<file path="src/rtl/ex_muldiv_if.sv">
// Bundle of the ID/EX-facing request signals and the EX/ctrl-facing
// response signals of the iterative multiply/divide unit.
interface ex_muldiv_if #(
    parameter int DW = 32
);
    logic          start_i;
    logic [2:0]    funct3_i;
    logic [DW-1:0] op1_i;
    logic [DW-1:0] op2_i;
    logic [4:0]    rd_addr_i;
    logic          flush_i;

    logic [DW-1:0] result_o;
    logic [4:0]    rd_addr_o;
    logic          regs_wen_o;
    logic          done_o;
    logic          busy_o;
    logic          hold_req_o;

    // Pipeline side: drives the request, observes the result.
    modport master (
        output start_i, funct3_i, op1_i, op2_i, rd_addr_i, flush_i,
        input  result_o, rd_addr_o, regs_wen_o, done_o, busy_o, hold_req_o
    );

    // Unit side.
    modport slave (
        input  start_i, funct3_i, op1_i, op2_i, rd_addr_i, flush_i,
        output result_o, rd_addr_o, regs_wen_o, done_o, busy_o, hold_req_o
    );
endinterface

</file>
<file path="src/rtl/ex_muldiv.sv">
// Iterative RV32M multiply/divide unit. Multiplies by 32-step shift-add on
// operand magnitudes, divides by 32-step restoring division, and applies
// the sign correction once when the result is committed to result_o.
module ex_muldiv #(
    parameter int DW = 32
) (
    input  logic           clk,
    input  logic           rstn,   // synchronous, active-high despite the name
    ex_muldiv_if.slave     bus
);
    localparam logic [2:0] F_MUL    = 3'b000;
    localparam logic [2:0] F_MULH   = 3'b001;
    localparam logic [2:0] F_MULHSU = 3'b010;
    localparam logic [2:0] F_MULHU  = 3'b011;
    localparam logic [2:0] F_DIV    = 3'b100;
    localparam logic [2:0] F_DIVU   = 3'b101;
    localparam logic [2:0] F_REM    = 3'b110;

    localparam logic [DW-1:0] MIN_NEG  = {1'b1, {(DW-1){1'b0}}};
    localparam logic [DW-1:0] ALL_ONES = {DW{1'b1}};

    typedef enum logic [1:0] {IDLE, CALC, DONE} state_t;

    state_t          state_reg,  state_next;
    logic [4:0]      cnt_reg,    cnt_next;
    logic [2:0]      funct3_reg, funct3_next;
    logic [4:0]      rd_reg,     rd_next;
    logic            neg1_reg,   neg1_next;   // rs1 treated as negative
    logic            neg2_reg,   neg2_next;   // rs2 treated as negative
    logic [DW-1:0]   mcand_reg,  mcand_next;  // multiplicand or divisor magnitude
    logic [2*DW-1:0] acc_reg,    acc_next;    // {hi, multiplier} or {rem, quot}
    logic [DW-1:0]   result_reg, result_next;
    logic            hold_req;

    // Decode of the incoming instruction: signedness, magnitudes, special cases.
    logic          is_div_in, sign1_in, sign2_in, div_zero, div_ovf;
    logic [DW-1:0] mag1_in, mag2_in, special_res;

    always_comb begin
        is_div_in = bus.funct3_i[2];
        sign1_in  = ((bus.funct3_i == F_MULH) || (bus.funct3_i == F_MULHSU) ||
                     (bus.funct3_i == F_DIV)  || (bus.funct3_i == F_REM)) && bus.op1_i[DW-1];
        sign2_in  = ((bus.funct3_i == F_MULH) || (bus.funct3_i == F_DIV) ||
                     (bus.funct3_i == F_REM)) && bus.op2_i[DW-1];
        mag1_in   = sign1_in ? (~bus.op1_i + 1'b1) : bus.op1_i;
        mag2_in   = sign2_in ? (~bus.op2_i + 1'b1) : bus.op2_i;
        div_zero  = is_div_in && (bus.op2_i == '0);
        div_ovf   = ((bus.funct3_i == F_DIV) || (bus.funct3_i == F_REM)) &&
                    (bus.op1_i == MIN_NEG) && (bus.op2_i == ALL_ONES);
        // Divide-by-zero: quotient all ones, remainder = dividend.
        // Signed overflow: quotient = most negative value, remainder 0.
        special_res = '0;
        if (div_zero)
            special_res = bus.funct3_i[1] ? bus.op1_i : ALL_ONES;
        else if (div_ovf)
            special_res = bus.funct3_i[1] ? '0 : MIN_NEG;
    end

    // One iteration of the datapath plus the sign-fixed result it would yield.
    logic [DW:0]     mul_sum, div_trial;
    logic [2*DW-1:0] mul_step, div_step, step, prod_fix;
    logic [DW-1:0]   quot_fix, rem_fix, final_res;

    always_comb begin
        mul_sum   = {1'b0, acc_reg[2*DW-1:DW]} + (acc_reg[0] ? {1'b0, mcand_reg} : '0);
        mul_step  = {mul_sum, acc_reg[DW-1:1]};
        // The shifted partial remainder needs DW+1 bits before the compare.
        div_trial = acc_reg[2*DW-1:DW-1] - {1'b0, mcand_reg};
        if (!div_trial[DW])
            div_step = {div_trial[DW-1:0], acc_reg[DW-2:0], 1'b1};
        else
            div_step = {acc_reg[2*DW-2:0], 1'b0};
        step      = funct3_reg[2] ? div_step : mul_step;

        prod_fix  = (neg1_reg ^ neg2_reg) ? (~step + 1'b1) : step;
        quot_fix  = (neg1_reg ^ neg2_reg) ? (~step[DW-1:0] + 1'b1) : step[DW-1:0];
        rem_fix   = neg1_reg ? (~step[2*DW-1:DW] + 1'b1) : step[2*DW-1:DW];

        case (funct3_reg)
            F_MUL:                      final_res = prod_fix[DW-1:0];
            F_MULH, F_MULHSU, F_MULHU:  final_res = prod_fix[2*DW-1:DW];
            F_DIV, F_DIVU:              final_res = quot_fix;
            default:                    final_res = rem_fix;
        endcase
    end

    // Next-state logic and hold request; flush overrides everything.
    always_comb begin
        state_next  = state_reg;
        cnt_next    = cnt_reg;
        funct3_next = funct3_reg;
        rd_next     = rd_reg;
        neg1_next   = neg1_reg;
        neg2_next   = neg2_reg;
        mcand_next  = mcand_reg;
        acc_next    = acc_reg;
        result_next = result_reg;
        hold_req    = 1'b0;

        case (state_reg)
            IDLE: begin
                if (bus.start_i && !bus.flush_i) begin
                    hold_req    = 1'b1;
                    funct3_next = bus.funct3_i;
                    rd_next     = bus.rd_addr_i;
                    neg1_next   = sign1_in;
                    neg2_next   = sign2_in;
                    cnt_next    = '0;
                    mcand_next  = is_div_in ? mag2_in : mag1_in;
                    acc_next    = {{DW{1'b0}}, (is_div_in ? mag1_in : mag2_in)};
                    if (div_zero || div_ovf) begin
                        result_next = special_res;
                        state_next  = DONE;
                    end else begin
                        state_next  = CALC;
                    end
                end
            end
            CALC: begin
                hold_req = 1'b1;
                acc_next = step;
                cnt_next = cnt_reg + 5'd1;
                if (cnt_reg == 5'd31) begin
                    result_next = final_res;
                    state_next  = DONE;
                end
            end
            DONE: begin
                state_next = IDLE;
            end
            default: begin
                state_next = IDLE;
            end
        endcase

        if (bus.flush_i) begin
            state_next  = IDLE;
            result_next = result_reg;
        end
    end

    // State and datapath registers.
    always_ff @(posedge clk) begin
        if (rstn) begin
            state_reg  <= IDLE;
            cnt_reg    <= '0;
            funct3_reg <= '0;
            rd_reg     <= '0;
            neg1_reg   <= 1'b0;
            neg2_reg   <= 1'b0;
            mcand_reg  <= '0;
            acc_reg    <= '0;
            result_reg <= '0;
        end else begin
            state_reg  <= state_next;
            cnt_reg    <= cnt_next;
            funct3_reg <= funct3_next;
            rd_reg     <= rd_next;
            neg1_reg   <= neg1_next;
            neg2_reg   <= neg2_next;
            mcand_reg  <= mcand_next;
            acc_reg    <= acc_next;
            result_reg <= result_next;
        end
    end

    assign bus.result_o   = result_reg;
    assign bus.rd_addr_o  = rd_reg;
    assign bus.done_o     = (state_reg == DONE);
    assign bus.regs_wen_o = (state_reg == DONE);
    assign bus.busy_o     = (state_reg != IDLE);
    assign bus.hold_req_o = hold_req;
endmodule

</file>
<file path="src/flat_wrapper.sv">
// flat-port wrapper written by rule: the top's interface ports become plain ports
module ex_muldiv_flat 
#(
    parameter int DW = 32
)
  (clk, rstn, bus_start_i, bus_funct3_i, bus_op1_i, bus_op2_i, bus_rd_addr_i, bus_flush_i, bus_result_o, bus_rd_addr_o, bus_regs_wen_o, bus_done_o, bus_busy_o, bus_hold_req_o);
  ex_muldiv_if #(.DW(DW)) bus_i ();
  input  logic clk;
  input  logic rstn;
  input wire logic [$bits(bus_i.start_i)-1:0] bus_start_i;
  input wire logic [$bits(bus_i.funct3_i)-1:0] bus_funct3_i;
  input wire logic [$bits(bus_i.op1_i)-1:0] bus_op1_i;
  input wire logic [$bits(bus_i.op2_i)-1:0] bus_op2_i;
  input wire logic [$bits(bus_i.rd_addr_i)-1:0] bus_rd_addr_i;
  input wire logic [$bits(bus_i.flush_i)-1:0] bus_flush_i;
  output wire logic [$bits(bus_i.result_o)-1:0] bus_result_o;
  output wire logic [$bits(bus_i.rd_addr_o)-1:0] bus_rd_addr_o;
  output wire logic [$bits(bus_i.regs_wen_o)-1:0] bus_regs_wen_o;
  output wire logic [$bits(bus_i.done_o)-1:0] bus_done_o;
  output wire logic [$bits(bus_i.busy_o)-1:0] bus_busy_o;
  output wire logic [$bits(bus_i.hold_req_o)-1:0] bus_hold_req_o;
  assign bus_i.start_i = bus_start_i;
  assign bus_i.funct3_i = bus_funct3_i;
  assign bus_i.op1_i = bus_op1_i;
  assign bus_i.op2_i = bus_op2_i;
  assign bus_i.rd_addr_i = bus_rd_addr_i;
  assign bus_i.flush_i = bus_flush_i;
  assign bus_result_o = bus_i.result_o;
  assign bus_rd_addr_o = bus_i.rd_addr_o;
  assign bus_regs_wen_o = bus_i.regs_wen_o;
  assign bus_done_o = bus_i.done_o;
  assign bus_busy_o = bus_i.busy_o;
  assign bus_hold_req_o = bus_i.hold_req_o;
  ex_muldiv #(.DW(DW)) u_core (.clk(clk), .rstn(rstn), .bus(bus_i));
endmodule
</file>
<file path="config.mk">
export PLATFORM = sky130hd
export DESIGN_NAME = ex_muldiv_flat
export DESIGN_NICKNAME = d
export VERILOG_FILES = /design/src/rtl/ex_muldiv_if.sv /design/src/rtl/ex_muldiv.sv /design/src/flat_wrapper.sv
export SDC_FILE = /design/constraint.sdc
export NUM_CORES = 1
export LEC_CHECK = 0
export ABC_AREA = 1
export BUFFER_PORTS_ARGS = -buffer_cell sky130_fd_sc_hd__buf_2
export CAP_MARGIN = 10
export CORE_MARGIN = 1.5
export CORE_UTILIZATION = 30
export CTS_CLUSTER_SIZE = 40
export DETAILED_ROUTE_END_ITERATION = 7
export HOLD_SLACK_MARGIN = 0.15
export PLACE_DENSITY_LB_ADDON = 0.3
export SLEW_MARGIN = 20
export SYNTH_ARGS = -nofsm -noshare
export SYNTH_HDL_FRONTEND = slang
export SYNTH_SLANG_ARGS = --single-unit
</file>
<file path="constraint.sdc">
create_clock -name clk -period 3.87 [get_ports clk]
set_clock_uncertainty 0.05 [all_clocks]
set_input_delay 0.1935 -clock clk [delete_from_list [all_inputs] [get_ports clk]]
set_output_delay 0.1935 -clock clk [all_outputs]
set_load 0.005 [all_outputs]
</file>
==> flow_metrics.env, run 1 <==
export IMPL_cp_start_kind="flip-flop"
export IMPL_met3_length_mm=8.06
export IMPL_seq_area_frac_synth_pct=16.5
export IMPL_clk_latency_ns=0.51
export IMPL_multi_input_area_sq_um=13000
export IMPL_drv_cap=0
export IMPL_clk_pin_slew_ns=0.08
export IMPL_placed_cells=4349
export IMPL_outcome="finished, violations left"
export IMPL_drt_iter0_markers=2404
export IMPL_syn_cell_area_sq_um=17500
export IMPL_regArea_sq_um=2910
export IMPL_worst_path_stages=28
export IMPL_portBuffers=116
export IMPL_fp_dieW_um=245
export IMPL_cp_data_required_time_ns=4.21
export IMPL_critPathTopFamily="simple AND/OR/NAND/NOR gates"
export IMPL_final_cells=4460
export IMPL_fillers=6381
export IMPL_p_total_uw=6830
export IMPL_path_class="reg -> reg"
export IMPL_syn_avg_cell_area_sq_um=5.50
export IMPL_synthCells=3191
export IMPL_hpwl_mm=70.3
export IMPL_synthesis_nets=3340
export IMPL_vias_per_cell=5.13
export IMPL_grt_max_degree=82
export IMPL_drv_slew=0
export IMPL_routed_top_layer="met4"
export IMPL_dr_total_vias=22900
export IMPL_clockPowerShare_pct=25.1
export IMPL_fin_ws_ns=-0.125
export IMPL_power_density_nw_per_um2=288
export IMPL_cts_inserted_buffers=17
export IMPL_switching_share_pct=46.4
export IMPL_period_share_pct=103
export IMPL_worstHoldStart="bus_op2_i[3]"
export IMPL_cts_sinks=145
export IMPL_antenna_found_initial=2
export IMPL_drc_errors=0
export IMPL_cts_tree="built"
export IMPL_gp_congestion=1.07
export IMPL_cts_root_buf="clkbuf_16"
export IMPL_ir_worst_vdd_uv=366
export IMPL_area_delta_synth_final_pct=35.0
export IMPL_routed_wirelength_mm=87.7
export IMPL_cp_max_fo=4
export IMPL_drtPass1Iterations=7
export IMPL_synthArstFlopShare_pct=0
export IMPL_grt_usage_pct=28.7
export IMPL_design_die_area_sq_um=59900
export IMPL_clock_path_buffers=2
export IMPL_p_seq_share_pct=23.5
export IMPL_p_int_uw=3660
export IMPL_rsz0062_at_grt="yes"
export IMPL_cp_slowest_cell="dfxtp_1"
export IMPL_grt_pass1_wl_mm=129
export IMPL_rrSetupSlack_ns=-0.13
export IMPL_min_delay_path_class="in -> reg"
export IMPL_ys_types=57
export IMPL_die_h_um=245
export IMPL_max_freq_mhz=250
export IMPL_drive_gt1_share_pct=22.8
export IMPL_p_leak_uw=0.0123
export IMPL_synth_edff_count=0
export IMPL_hold_depth=5
export IMPL_ys_warn_count=0
export IMPL_p_switching_uw=3170
export IMPL_boundaryPins=117
export IMPL_violations="negative setup slack"
export IMPL_min_to="u_core.acc_reg[3]$_SDFFE_PP0P_"
export IMPL_p_comb_share_pct=51.5
export IMPL_nets=3830
export IMPL_start_util_pct=30.4
export IMPL_largest_reg_flops=64
export IMPL_gr_total_overflow=0
export IMPL_num_rows=88
export IMPL_critPathCaptureType="flip-flop"
export IMPL_route_met2_wl_mm=37.6
export IMPL_ys_flop_type="dfxtp_1"
export IMPL_met1_length_mm=36.1
export IMPL_rr_endpoint="u_core.bus.result_o[30]$_SDFFE_PP0P_"
export IMPL_antenna_left=0
export IMPL_fin_util_pct=41.1
export IMPL_arrival_ns=4.34
export IMPL_worstMarginPinSlew_ns=0.927
export IMPL_ctsHtreeMaxLevel=4
export IMPL_pre_cts_slack_ns=-0.280
export IMPL_relSlewSlack_pct=38.2
export IMPL_core_sq_um=57700
export IMPL_r2r_start="u_core.mcand_reg[23]$_SDFFE_PP0P_"
export IMPL_cp_num_buf_inv=4
export IMPL_worstRegToRegCells=28
export IMPL_fin_crit_ns=4.00
export IMPL_grt_pass1_vias=21200
export IMPL_ys_ff_latch=145
export IMPL_fin_setup_tns_ns=-1.16
export IMPL_avgRoutedWirePerCell_um=19.7
export IMPL_finalHoldViolCount=0
export IMPL_setup_viol=16
export IMPL_slowest_delay_ns=0.34
-- worst max path at each step --
stage                                            from                                    to  slack, ns
floorplan             u_core.acc_reg[31]$_SDFFE_PP0P_  u_core.bus.result_o[22]$_SDFFE_PP0P_      -0.02
global placement      u_core.acc_reg[31]$_SDFFE_PP0P_  u_core.bus.result_o[18]$_SDFFE_PP0P_      -0.13
detailed placement    u_core.acc_reg[31]$_SDFFE_PP0P_  u_core.bus.result_o[22]$_SDFFE_PP0P_      -0.28
CTS                   u_core.acc_reg[31]$_SDFFE_PP0P_  u_core.bus.result_o[22]$_SDFFE_PP0P_      -0.03
global route        u_core.mcand_reg[21]$_SDFFE_PP0P_  u_core.bus.result_o[30]$_SDFFE_PP0P_      -0.40
finish              u_core.mcand_reg[23]$_SDFFE_PP0P_  u_core.bus.result_o[30]$_SDFFE_PP0P_      -0.13
-- cell type report --
| class | count | area share [%] |
|---|---|---|
| Clock buffer | 17 | 1.80 |
| Inverter | 498 | 7.90 |
| Multi-Input combinational cell | 2434 | 55.1 |
| Antenna cell | 1 | 0.0106 |
| Sequential cell | 145 | 12.3 |
| Timing Repair Buffer | 585 | 18.3 |
| Tap cell | 765 | 4.04 |
| Clock inverter | 15 | 0.576 |
-- synth_stat cells, types with 3 or more instances --
cell | number | area, sq um
a221oi_1 | 12 | 105
nor4_1 | 6 | 37.5
o31ai_1 | 12 | 90.1
nand3_2 | 5 | 50.1
o21a_1 | 5 | 37.5
buf_2 | 18 | 90.1
nor2_2 | 14 | 87.6
a22oi_1 | 8 | 60.1
a211oi_1 | 4 | 30.0
o211ai_1 | 5 | 37.5
a21oi_1 | 224 | 1120
o21ai_0 | 186 | 931
xor2_1 | 81 | 709
nand3b_1 | 17 | 128
o22ai_1 | 27 | 169
nand4_1 | 36 | 225
nor3_1 | 41 | 205
clkbuf_1 | 72 | 270
and2_1 | 3 | 18.8
xnor2_1 | 21 | 184
clkinv_1 | 3 | 11.3
nand3_1 | 201 | 1010
o21ai_2 | 6 | 52.6
a21o_1 | 5 | 37.5
nor2_1 | 307 | 1150
inv_1 | 489 | 1840
ha_1 | 71 | 888
dfxtp_1 | 145 | 2900
nand2_2 | 37 | 231
buf_4 | 6 | 45.0
nand2_4 | 8 | 90.1
o221ai_1 | 16 | 140
inv_2 | 6 | 22.5
o21bai_1 | 10 | 75.1
a221o_1 | 6 | 60.1
buf_6 | 3 | 33.8
nor2_4 | 10 | 113
nand2_1 | 990 | 3720
o21ai_1 | 12 | 60.1
or2_2 | 13 | 81.3
a21oi_2 | 5 | 43.8
a31oi_1 | 13 | 81.3
buf_1 | 14 | 52.6
-- power groups by stage --
stage | registers (uW) | clock network (uW) | logic [uW]
after CTS | 1600 | 1720 | 3220
after detailed placement | 1630 | 0 | 3130
after floorplan | 1620 | 0 | 1820
final | 1600 | 1710 | 3520
after global placement | 1630 | 0 | 3130
after global routing | 1610 | 1780 | 3770
-- kinds of logic (layout without fill, tap and decap cells) --
kind of cell | count (synthesis) | in the layout | share of synthesized area [%]
flip-flops | 145 | 145 | 16.5
other | 0 | 1 | 0
buffers and inverters | 613 | 1115 | 13.6
AO/OA/AOI/OAI | 560 | 560 | 18.1
XOR/XNOR | 102 | 102 | 5.09
adder cells (fa/ha/maj) | 73 | 73 | 5.29
AND/OR/NAND/NOR | 1698 | 1699 | 41.3
-- cells in the final DEF, fill, tap and decap left out, types with 18 or more instances in the layout --
cell type,count
a21oi_1,207
a21oi_2,22
buf_2,116
buf_4,413
dfxtp_1,141
dlygate4sd3_1,41
ha_1,61
inv_1,485
nand2_1,939
nand2_2,76
nand2_4,20
nand3_1,185
nand4_1,36
nor2_1,271
nor2_2,32
nor2_4,28
nor3_1,38
o21ai_0,165
o21ai_1,29
o22ai_1,27
xnor2_1,18
xor2_1,81
-- worst min-delay path, cell delays in order --
cell and delay [ns]:
buf_2 0.12, inv_2 0.06, xor2_1 0.11, a21oi_1 0.13
a21oi_1 0.07
-- per-stage QoR --
stage	hold WS, ns	area (sq um)
after floorplan	0.222	17600
after global placement	0.365	21700
after detailed placement	0.369	21700
after CTS	0.154	22800
after global routing	0.176	23700
final	0.173	23700
-- timing repair --
item / in CTS / in global routing
pin swaps: 18 / 42
cloned: 0 / 1
endpoints found under the setup margin: 21 / 39
resized for setup: 20 / 185
setup buffers: 13 / 23
hold buffers: 41 / 0
endpoints found under the hold margin: 44 / 0
-- layer usage --
| layer | GRT usage [%] | vias up |
|---|---|---|
| met5 | 0 | - |
| met4 | 17.9 | 0 |
| met3 | 5.70 | 232 |
| met2 | 44.2 | 1056 |
| met1 | 36.8 | 10400 |
| li1 | - | 11200 |
No activity file was read; power rests on OpenSTA's default activity.
==> inputs of run 2 (changes only) <==
--- a/config.mk
+++ b/config.mk
@@ -8,12 +8,13 @@
 export ABC_AREA = 1
 export BUFFER_PORTS_ARGS = -buffer_cell sky130_fd_sc_hd__buf_2
 export CAP_MARGIN = 10
-export CORE_MARGIN = 1.5
+export CORE_MARGIN = 2
 export CORE_UTILIZATION = 30
 export CTS_CLUSTER_SIZE = 40
 export DETAILED_ROUTE_END_ITERATION = 7
 export HOLD_SLACK_MARGIN = 0.15
 export PLACE_DENSITY_LB_ADDON = 0.3
+export RECOVER_POWER = 50
 export SLEW_MARGIN = 20
 export SYNTH_ARGS = -nofsm -noshare
 export SYNTH_HDL_FRONTEND = slang
==> flow_metrics.env, run 2 (synthesis results as in run 1) <==
export IMPL_worstHoldStart="bus_op2_i[17]"
export IMPL_clk_pin_slew_ns=0.07
export IMPL_drv_slew=0
export IMPL_fin_crit_ns=4.05
export IMPL_start_util_pct=30.4
export IMPL_grt_max_degree=65
export IMPL_critPathCaptureType="flip-flop"
export IMPL_multi_input_area_sq_um=12700
export IMPL_worstMarginPinSlew_ns=1.47
export IMPL_num_antenna_cells=0
export IMPL_fp_dieW_um=246
export IMPL_clock_path_buffers=2
export IMPL_min_to="u_core.acc_reg[17]$_SDFFE_PP0P_"
export IMPL_fin_ws_ns=-0.183
export IMPL_rsz0062_at_grt="yes"
export IMPL_relSlewSlack_pct=1.97
export IMPL_ir_worst_vdd_uv=298
export IMPL_grt_pass1_wl_mm=130
export IMPL_antenna_left=0
export IMPL_gr_usage_met3_pct=4.52
export IMPL_drc_errors=0
export IMPL_gr_total_overflow=0
export IMPL_p_comb_share_pct=50.9
export IMPL_violations="negative setup slack"
export IMPL_finalHoldViolCount=0
export IMPL_max_freq_mhz=247
export IMPL_num_rows=88
export IMPL_regArea_sq_um=2910
export IMPL_clockPowerShare_pct=25.2
export IMPL_grt_usage_pct=28.6
export IMPL_dr_total_vias=23000
export IMPL_cts_tree="built"
export IMPL_drtPass1Iterations=6
export IMPL_min_delay_path_class="in -> reg"
export IMPL_switching_share_pct=46.1
export IMPL_cts_inserted_buffers=17
export IMPL_p_seq_share_pct=23.9
export IMPL_hold_depth=5
export IMPL_drv_cap=0
export IMPL_die_h_um=246
export IMPL_cts_root_buf="clkbuf_16"
export IMPL_ctsHtreeMaxLevel=4
export IMPL_area_delta_synth_final_pct=32.5
export IMPL_r2r_start="u_core.mcand_reg[21]$_SDFFE_PP0P_"
export IMPL_cp_data_required_time_ns=4.25
export IMPL_slowest_delay_ns=0.36
export IMPL_vias_per_cell=5.16
export IMPL_antenna_found_initial=1
export IMPL_fillers=6428
export IMPL_final_common_cell="nand2_1"
export IMPL_hpwl_mm=71.4
export IMPL_routed_wirelength_mm=87.7
export IMPL_path_class="reg -> reg"
export IMPL_grt_pass1_vias=21200
export IMPL_design_die_area_sq_um=60400
export IMPL_fin_util_pct=40.2
export IMPL_arrival_ns=4.43
export IMPL_nets=3828
export IMPL_layout_common_cells="nand2_1, inv_1, buf_4, nor2_1, a21oi_1"
export IMPL_cts_sinks=145
export IMPL_cp_max_fo=4
export IMPL_power_density_nw_per_um2=289
export IMPL_avgRoutedWirePerCell_um=19.7
export IMPL_grtUsageMet1_pct=37.7
export IMPL_largest_reg_flops=64
export IMPL_drive_gt1_share_pct=20.3
export IMPL_portBuffers=116
export IMPL_core_sq_um=57800
export IMPL_gp_congestion=1.06
export IMPL_p_leak_uw=0.0121
export IMPL_drt_iter0_markers=2382
export IMPL_busiest_layer="met2"
export IMPL_cp_start_kind="flip-flop"
export IMPL_p_int_uw=3620
export IMPL_outcome="finished, violations left"
export IMPL_clk_latency_ns=0.50
export IMPL_crit_top_cell="nand2_1"
export IMPL_p_switching_uw=3100
export IMPL_pre_cts_slack_ns=-0.298
export IMPL_rr_endpoint="u_core.bus.result_o[16]$_SDFFE_PP0P_"
export IMPL_boundaryPins=117
export IMPL_use_met2_pct=44.9
export IMPL_setup_viol=21
export IMPL_rrSetupSlack_ns=-0.18
export IMPL_period_share_pct=105
export IMPL_cp_slowest_cell="dfxtp_1"
export IMPL_worstRegToRegCells=28
## run 2: cell types whose count changed in the layout (fill, tap and decap cells not counted), sizes merged
cell / change
dlygate4sd3: -1
buf: -31
clkinv: +3
inv: -1
diode: -1
nand2: -1
clkinvlp: -2
clkbuf: +31
## run 2: how the worst max path moves through the flow
| stage | end | slack, ns | startpoint |
|---|---|---|---|
| 5_1_grt | u_core.bus.result_o[4]$_SDFFE_PP0P_ | -0.46 | u_core.acc_reg[31]$_SDFFE_PP0P_ |
| 6_report | u_core.bus.result_o[16]$_SDFFE_PP0P_ | -0.18 | u_core.mcand_reg[21]$_SDFFE_PP0P_ |
| 2_1_floorplan | u_core.bus.result_o[22]$_SDFFE_PP0P_ | -0.02 | u_core.acc_reg[31]$_SDFFE_PP0P_ |
| 3_3_place_gp | u_core.bus.result_o[30]$_SDFFE_PP0P_ | -0.18 | u_core.acc_reg[31]$_SDFFE_PP0P_ |
| 3_5_place_dp | u_core.bus.result_o[30]$_SDFFE_PP0P_ | -0.30 | u_core.acc_reg[31]$_SDFFE_PP0P_ |
| 4_1_cts | u_core.bus.result_o[30]$_SDFFE_PP0P_ | -0.06 | u_core.acc_reg[31]$_SDFFE_PP0P_ |
## run 2: area by class of cell
| cell class | instances | share of cell area, % |
|---|---|---|
| well taps | 765 | 4.12 |
| clock inverters | 15 | 0.619 |
| multi-input cells | 2433 | 54.7 |
| inverters | 498 | 8.04 |
| repair buffers | 584 | 18.2 |
| flip-flops and latches | 145 | 12.5 |
| clock buffers | 17 | 1.83 |
## run 2: worst max-delay path, delay by kind of cell (launching register included)
| kind | cells | cell delay, ns |
|---|---|---|
| AOI/OAI and AO/OA | 4 | 0.76 |
| xor gates and xnor gates | 1 | 0.15 |
| and+or+nand+nor | 19 | 2.02 |
| DFF | 1 | 0.36 |
| adders and majority gates | 2 | 0.45 |
| buffers and inverters | 2 | 0.18 |
## run 2: through the flow
step | hold WS (ns) | setup TNS, ns | power [uW] | cell area (sq um) | std cells
finish | 0.184 | -2.25 | 6710 | 23200 | 4457
global route | 0.198 | -8.66 | 7050 | 23200 | 4457
CTS | 0.157 | -0.303 | 6570 | 22900 | 4454
detailed placement | 0.373 | -4.70 | 4800 | 21800 | 4366
global placement | 0.366 | -2.71 | 4800 | 21800 | 4366
floorplan | 0.222 | -0.0387 | 3440 | 17600 | 3191
## run 2: what timing repair did
| action | in CTS | in global routing |
|---|---|---|
| hold buffers | 40 | 0 |
| hold endpoints to repair | 53 | 0 |
| pin swaps | 20 | 25 |
| gates resized for setup | 18 | 94 |
| setup endpoints to repair | 27 | 33 |
| buffers inserted | 16 | 3 |
| cloned | 0 | 0 |
## run 2: routing by layer
layer  wire [um]  part of all wire [%]
met5           0                     0
met4        5300                   6.0
met3        7500                   8.5
met2       37800                    43
met1       37100                    42
## run 2: power by group through the flow
stage / Combinational, uW / Clock [uW] / Sequential [uW]
finish: 3410 / 1690 / 1600
global route: 3680 / 1760 / 1610
floorplan: 1820 / 0 / 1620
detailed placement: 3160 / 0 / 1630
CTS: 3250 / 1710 / 1600
global placement: 3170 / 0 / 1630
